`src/rtl/control_disparo_ultrasonico.sv`:
```
// ---------------------------------------------------------------------------
// control_disparo_ultrasonico
// Drives an ultrasonic ranging sensor (HC-SR04 style): fires a trig pulse,
// waits for the echo, measures the echo high time in clk cycles, and repeats
// on a fixed period while habilitar is held high.
//
// Ports
//   clk            system clock, all state on rising edge
//   rst_n          asynchronous active-low reset
//   habilitar      level, requests continuous measurement cycles
//   echo           raw asynchronous echo pin
//   trig           registered trigger pulse to the sensor
//   echo_limpio    synchronized echo (2 flops)
//   ancho_eco      last result in clk cycles (20'hFFFFF on echo timeout)
//   medicion_lista one-cycle pulse, ancho_eco holds a fresh valid width
//   error_pulso    one-cycle pulse on a failed measurement
//   codigo_error   held cause: 01 no echo, 10 echo too long, 11 echo stuck
//   ocupado        high whenever the FSM is not idle
// ---------------------------------------------------------------------------
module control_disparo_ultrasonico #(
    parameter int TRIG_CICLOS       = 500,
    parameter int ESPERA_ECO_CICLOS = 50000,
    parameter int TIMEOUT_CICLOS    = 1000000,
    parameter int PERIODO_CICLOS    = 3000000
) (
    input  logic        clk,
    input  logic        rst_n,
    input  logic        habilitar,
    input  logic        echo,
    output logic        trig,
    output logic        echo_limpio,
    output logic [19:0] ancho_eco,
    output logic        medicion_lista,
    output logic        error_pulso,
    output logic [1:0]  codigo_error,
    output logic        ocupado
);

    localparam int PW = $clog2(PERIODO_CICLOS + 1);
    localparam int EW = $clog2(ESPERA_ECO_CICLOS + 1);

    localparam logic [PW-1:0] PER_FIN  = PW'(PERIODO_CICLOS - 1);
    localparam logic [PW-1:0] TRIG_FIN = PW'(TRIG_CICLOS - 1);
    localparam logic [EW-1:0] ESP_FIN  = EW'(ESPERA_ECO_CICLOS - 1);
    localparam logic [19:0]   TMO      = 20'(TIMEOUT_CICLOS);

    localparam logic [1:0] ERR_SIN_ECO   = 2'b01;
    localparam logic [1:0] ERR_ECO_LARGO = 2'b10;
    localparam logic [1:0] ERR_ECO_ALTO  = 2'b11;

    typedef enum logic [2:0] {
        IDLE,
        TRIGGER,
        WAIT_RISE,
        MEASURE,
        HOLDOFF
    } estado_t;

    estado_t       estado;
    logic          echo_m, echo_s;
    logic [PW-1:0] cnt_periodo;
    logic [EW-1:0] cnt_espera;
    logic [19:0]   cnt_ancho;

    // Two-flop synchronizer; the FSM only ever looks at echo_s.
    always_ff @(posedge clk or negedge rst_n) begin
        if (!rst_n) begin
            echo_m <= 1'b0;
            echo_s <= 1'b0;
        end else begin
            echo_m <= echo;
            echo_s <= echo_m;
        end
    end

    assign echo_limpio = echo_s;
    assign ocupado     = (estado != IDLE);

    // cnt_periodo is 0 on the first TRIGGER cycle, so trig spans counts
    // 0..TRIG_FIN and the next trigger starts the cycle after PER_FIN,
    // giving a rise-to-rise spacing of exactly PERIODO_CICLOS. It saturates
    // at PER_FIN so a stuck echo stretches the period instead of wrapping.
    always_ff @(posedge clk or negedge rst_n) begin
        if (!rst_n) begin
            estado         <= IDLE;
            trig           <= 1'b0;
            ancho_eco      <= '0;
            medicion_lista <= 1'b0;
            error_pulso    <= 1'b0;
            codigo_error   <= 2'b00;
            cnt_periodo    <= '0;
            cnt_espera     <= '0;
            cnt_ancho      <= '0;
        end else begin
            medicion_lista <= 1'b0;
            error_pulso    <= 1'b0;

            if (estado != IDLE && cnt_periodo != PER_FIN)
                cnt_periodo <= cnt_periodo + 1'b1;

            case (estado)
                IDLE: begin
                    cnt_periodo <= '0;
                    if (habilitar) begin
                        estado <= TRIGGER;
                        trig   <= 1'b1;
                    end
                end

                TRIGGER: begin
                    if (cnt_periodo == TRIG_FIN) begin
                        trig <= 1'b0;
                        if (echo_s) begin
                            // Echo already high before we fired: sensor stuck.
                            error_pulso  <= 1'b1;
                            codigo_error <= ERR_ECO_ALTO;
                            estado       <= HOLDOFF;
                        end else begin
                            cnt_espera <= '0;
                            estado     <= WAIT_RISE;
                        end
                    end
                end

                WAIT_RISE: begin
                    if (echo_s) begin
                        // This cycle already counts as the first high cycle.
                        cnt_ancho <= 20'd1;
                        estado    <= MEASURE;
                    end else if (cnt_espera == ESP_FIN) begin
                        error_pulso  <= 1'b1;
                        codigo_error <= ERR_SIN_ECO;
                        estado       <= HOLDOFF;
                    end else begin
                        cnt_espera <= cnt_espera + 1'b1;
                    end
                end

                MEASURE: begin
                    if (!echo_s) begin
                        ancho_eco      <= cnt_ancho;
                        medicion_lista <= 1'b1;
                        estado         <= HOLDOFF;
                    end else if (cnt_ancho == TMO) begin
                        ancho_eco    <= 20'hFFFFF;
                        error_pulso  <= 1'b1;
                        codigo_error <= ERR_ECO_LARGO;
                        estado       <= HOLDOFF;
                    end else begin
                        cnt_ancho <= cnt_ancho + 1'b1;
                    end
                end

                HOLDOFF: begin
                    // Never fire into a still-high echo; wait it out.
                    if (cnt_periodo == PER_FIN && !echo_s) begin
                        cnt_periodo <= '0;
                        if (habilitar) begin
                            estado <= TRIGGER;
                            trig   <= 1'b1;
                        end else begin
                            estado <= IDLE;
                        end
                    end
                end

                default: begin
                    estado <= IDLE;
                    trig   <= 1'b0;
                end
            endcase
        end
    end

endmodule

```
`config.mk`:
```
export PLATFORM = sky130hd
export DESIGN_NAME = control_disparo_ultrasonico
export DESIGN_NICKNAME = d
export VERILOG_FILES = /design/src/rtl/control_disparo_ultrasonico.sv
export SDC_FILE = /design/constraint.sdc
export NUM_CORES = 1
export LEC_CHECK = 0
export ABC_CLOCK_PERIOD_IN_PS = 2700
export BUFFER_PORTS_ARGS = -buffer_cell sky130_fd_sc_hd__buf_2
export CORE_ASPECT_RATIO = 1.75
export CORE_MARGIN = 5
export CORE_UTILIZATION = 45
export DETAILED_ROUTE_END_ITERATION = 12
export HOLD_SLACK_MARGIN = 0.05
export PLACE_DENSITY = 0.67
export SYNTH_ARGS = -nofsm -noshare
export SYNTH_HDL_FRONTEND = slang
export SYNTH_SLANG_ARGS = --single-unit
```
`constraint.sdc`:
```
create_clock -name clk -period 2.7 [get_ports clk]
set_input_delay 0.27 -clock clk [delete_from_list [all_inputs] [get_ports clk]]
set_output_delay 0.27 -clock clk [all_outputs]
set_load 0.05 [all_outputs]
```
==> results_dict.tcl <==
set metrics [dict create \
    status "complete, no violations" \
    ys_dominant_reg_cell "sky130_fd_sc_hd__dfrtp_1" \
    layout.area.seq_sq_mm 0.00220 \
    post_cts_buffers 0 \
    final_hold_viol_count 0 \
    synth.net_count 474 \
    cts_tree "done" \
    cts.sink_count 88 \
    floorplan.initialDensity_pct 45.3 \
    timing.final.setup_violations 0 \
    layout-drive-gt1-share_pct 15.4 \
    dp_hpwl_microns 8290 \
    grt_max_degree 47 \
    cts.hold.buffers_added 2 \
    maxSlewViolCount 0 \
    cp_slowest_stage_delay_ns 0.54 \
    rows 49 \
    rsz_0062_raised_after_global_routing "no" \
    route.antenna.remaining_nets 0 \
    crit_required_ns 2.91 \
    wl_per_cell_microns 18.0 \
    tightest_slew_ns 0.818 \
    top_count_cell_post_synth "sky130_fd_sc_hd__dfrtp_1" \
    ys_seq_elements 88 \
    peakVddDrop_mv 0.371 \
    number_of_antenna_violations_at_the_first_check_in_global_routing 0 \
    holdCritPathClass "input pin to flip-flop" \
    syn-instance-count 466 \
    wl_final_microns 11400 \
    clk-insertion-delay-late_ns 0.34 \
    count_of_flip_flops_with_a_built_in_enable_after_synthesis 0 \
    multi_input_area_sq_mm 0.00224 \
    fin_nets 509 \
    crit_path_top_delay_cell "sky130_fd_sc_hd__o21ai_1" \
    first_iter_violations 248 \
    setup-tns-final_ns 0 \
    finalCritPeriodShare_pct 89.9 \
    cts_root_buf "sky130_fd_sc_hd__clkbuf_16" \
    synthesis.area_per_instance_sq_um 9.88 \
    grt_pass1_wl_microns 19400 \
    sequential_cell_area_fraction_in_the_yosys_report_pct 47.8 \
    cellLeakagePower_nw 2.21 \
    io_buffer_count 30 \
    critPathTopFamily "compound AO/OA/AOI/OAI gates" \
    yosys.area.top_type "sky130_fd_sc_hd__dfrtp_1" \
    cts-resized-gates 0 \
    clk_pin_slew_worst_paths_ns 0.07 \
    worst_ep_arrival_time_ns 2.64 \
    powerDensity_mw_per_mm2 501 \
    die_h_microns 144 \
    htree_num_levels 3 \
    fmaxAchievable_mhz 412 \
    fin_util_pct 51.5 \
    boundaryPins 31 \
    ant_diodes 0 \
    die_ar_sq_mm 0.0124 \
    final.fill_count 964 \
    grt_use_total_pct 19.6 \
    worstSetupPathType "flip-flop to flip-flop" \
    netlist_top_cells_count "sky130_fd_sc_hd__dfrtp_1, sky130_fd_sc_hd__nand2_1, sky130_fd_sc_hd__a21oi_1" \
    dieWidth_microns 86.5 \
    route.detailed.vias_per_inst 6.18 \
    maxSlewHeadroom_pct 45.5 \
    replace_congestion 0.874 \
    timing.critical_path.to_type "flip-flop" \
    synth_area_leaders "sky130_fd_sc_hd__dfrtp_1, sky130_fd_sc_hd__o22a_1, sky130_fd_sc_hd__a21oi_1" \
    via_count_of_the_first_global_routing_pass 3901 \
    worst-path-buf-inv 1 \
    crit_path_max_fanout 12 \
    post-route-min-period_ns 2.43 \
    placeable_core_area_sq_mm 0.0102 \
    path_cells "inv_1 > ha_1 > nor4bb_1 > nand3_1 > o21ai_1 > a41o_1 > o22ai_1" \
    drc 0 \
    vias 3910 \
    async_flop_share_pct 100 \
    cap_violations 0 \
    detail_route.first_pass.iterations 4 \
    total_power_mw 2.62 \
    grt_overflow 0 \
    syn_area_sq_mm 0.00461 \
    ys_types 64 \
    ctsLongestPathBuffers 2 \
    setup.worst_path.start_class "flip-flop" \
    ys.warnings.count 0 \
    tritoncts.num_buffers 9 \
    synth.top_cell.area_share_pct 47.8 \
    skew_ns 0.0106 \
    flow.area_growth_from_synthesis_pct 13.8 \
]
-- registers in the layout (all words and copies together), names as in the netlist --
register,count
echo_m,1
estado,3
medicion_lista,1
ancho_eco,20
trig,1
codigo_error,2
cnt_ancho,20
cnt_espera,16
cnt_periodo,22
error_pulso,1
echo_limpio,1
-- kinds of logic (layout without fill, tap and decap cells) --
| logic type | Yosys count | count (layout) | synth area share (%) |
|---|---|---|---|
| AND/OR/NAND/NOR | 187 | 187 | 23.5 |
| AO/OA/AOI/OAI | 136 | 136 | 20.7 |
| flip-flops | 88 | 88 | 47.8 |
| buffers and inverters | 34 | 74 | 3.59 |
| XOR/XNOR | 13 | 13 | 2.47 |
| adder cells (fa/ha/maj) | 4 | 4 | 1.09 |
| multiplexers | 4 | 4 | 0.869 |
-- power by group --
part / leakage (nW) / total, mW / switching, mW / internal, mW
logic: 0.866 / 0.0404 / 0.0321 / 0.00834
registers: 1.21 / 1.32 / 0.00282 / 1.32
clock network: 0.139 / 1.26 / 0.536 / 0.725
total: 2.21 / 2.62 / 0.571 / 2.05
-- worst reg2reg max path, cell delays in order (launching register included) --
cell	delay, ns
sky130_fd_sc_hd__dfrtp_1	0.42
sky130_fd_sc_hd__inv_1	0.13
sky130_fd_sc_hd__ha_1	0.19
sky130_fd_sc_hd__nor4bb_1	0.22
sky130_fd_sc_hd__nand3_1	0.40
sky130_fd_sc_hd__o21ai_1	0.54
sky130_fd_sc_hd__a41o_1	0.31
sky130_fd_sc_hd__o22ai_1	0.09
-- stage by stage --
step | instance area (sq um) | setup slack (ns) | hold slack, ns | cells
6_report | 5240 | 0.272 | 0.204 | 633
5_1_grt | 5240 | 0.133 | 0.209 | 633
4_1_cts | 5240 | 0.308 | 0.189 | 633
3_5_place_dp | 4920 | 0.348 | 0.309 | 615
3_3_place_gp | 4920 | 0.385 | 0.309 | 615
2_1_floorplan | 4610 | 0.602 | -0.0256 | 466
-- cell type report --
class,instances,area share [%]
clock inverter,7,1.50
clock buffer,9,4.30
multi-input combinational,344,42.7
timing repair buffer,50,5.87
inverter,8,0.573
tap,127,3.03
sequential,88,42.0
-- final timing paths --
kind | startpoint | endpoint | slack [ns] | cells past startpoint
setup / recovery | cnt_ancho[0] | codigo_error[0] | 0.27 | 7
hold / removal | habilitar | trig | 0.20 | 2
setup reg to reg | cnt_ancho[0] | codigo_error[0] | 0.27 | 7
hold reg to reg | echo_m | echo_limpio | 0.36 | 0
max in group asynchronous | rst_n | cnt_periodo[5] | 1.50 | 3
min in group asynchronous | rst_n | ancho_eco[7] | 0.48 | 2
-- metal layers --
metal  part of all wire [%]  GRT usage [%]
met4                    4.0           10.0
met1                     40           22.7
met2                     53           34.4
met3                    3.3           3.27
met5                      0              0
-- placed cells by master (no fill, tap or decap), types with 5 or more instances in the layout --
| master | count |
|---|---|
| sky130_fd_sc_hd__dfrtp_1 | 88 |
| sky130_fd_sc_hd__nand2_1 | 41 |
| sky130_fd_sc_hd__a21oi_1 | 35 |
| sky130_fd_sc_hd__nor2_1 | 30 |
| sky130_fd_sc_hd__buf_2 | 29 |
| sky130_fd_sc_hd__o22a_1 | 21 |
| sky130_fd_sc_hd__nand3_1 | 20 |
| sky130_fd_sc_hd__buf_4 | 19 |
| sky130_fd_sc_hd__o31ai_1 | 17 |
| sky130_fd_sc_hd__or4_1 | 16 |
| sky130_fd_sc_hd__o21ai_0 | 15 |
| sky130_fd_sc_hd__nand4_1 | 14 |
| sky130_fd_sc_hd__a31oi_1 | 12 |
| sky130_fd_sc_hd__or3_1 | 11 |
| sky130_fd_sc_hd__clkbuf_16 | 9 |
| sky130_fd_sc_hd__nor3_1 | 8 |
| sky130_fd_sc_hd__xor2_1 | 8 |
| sky130_fd_sc_hd__nand2b_1 | 7 |
| sky130_fd_sc_hd__inv_1 | 7 |
| sky130_fd_sc_hd__o2111ai_1 | 7 |
| sky130_fd_sc_hd__and2_1 | 6 |
| sky130_fd_sc_hd__and3_1 | 5 |
| sky130_fd_sc_hd__xnor2_1 | 5 |
Power figures use the tool's default switching activity.
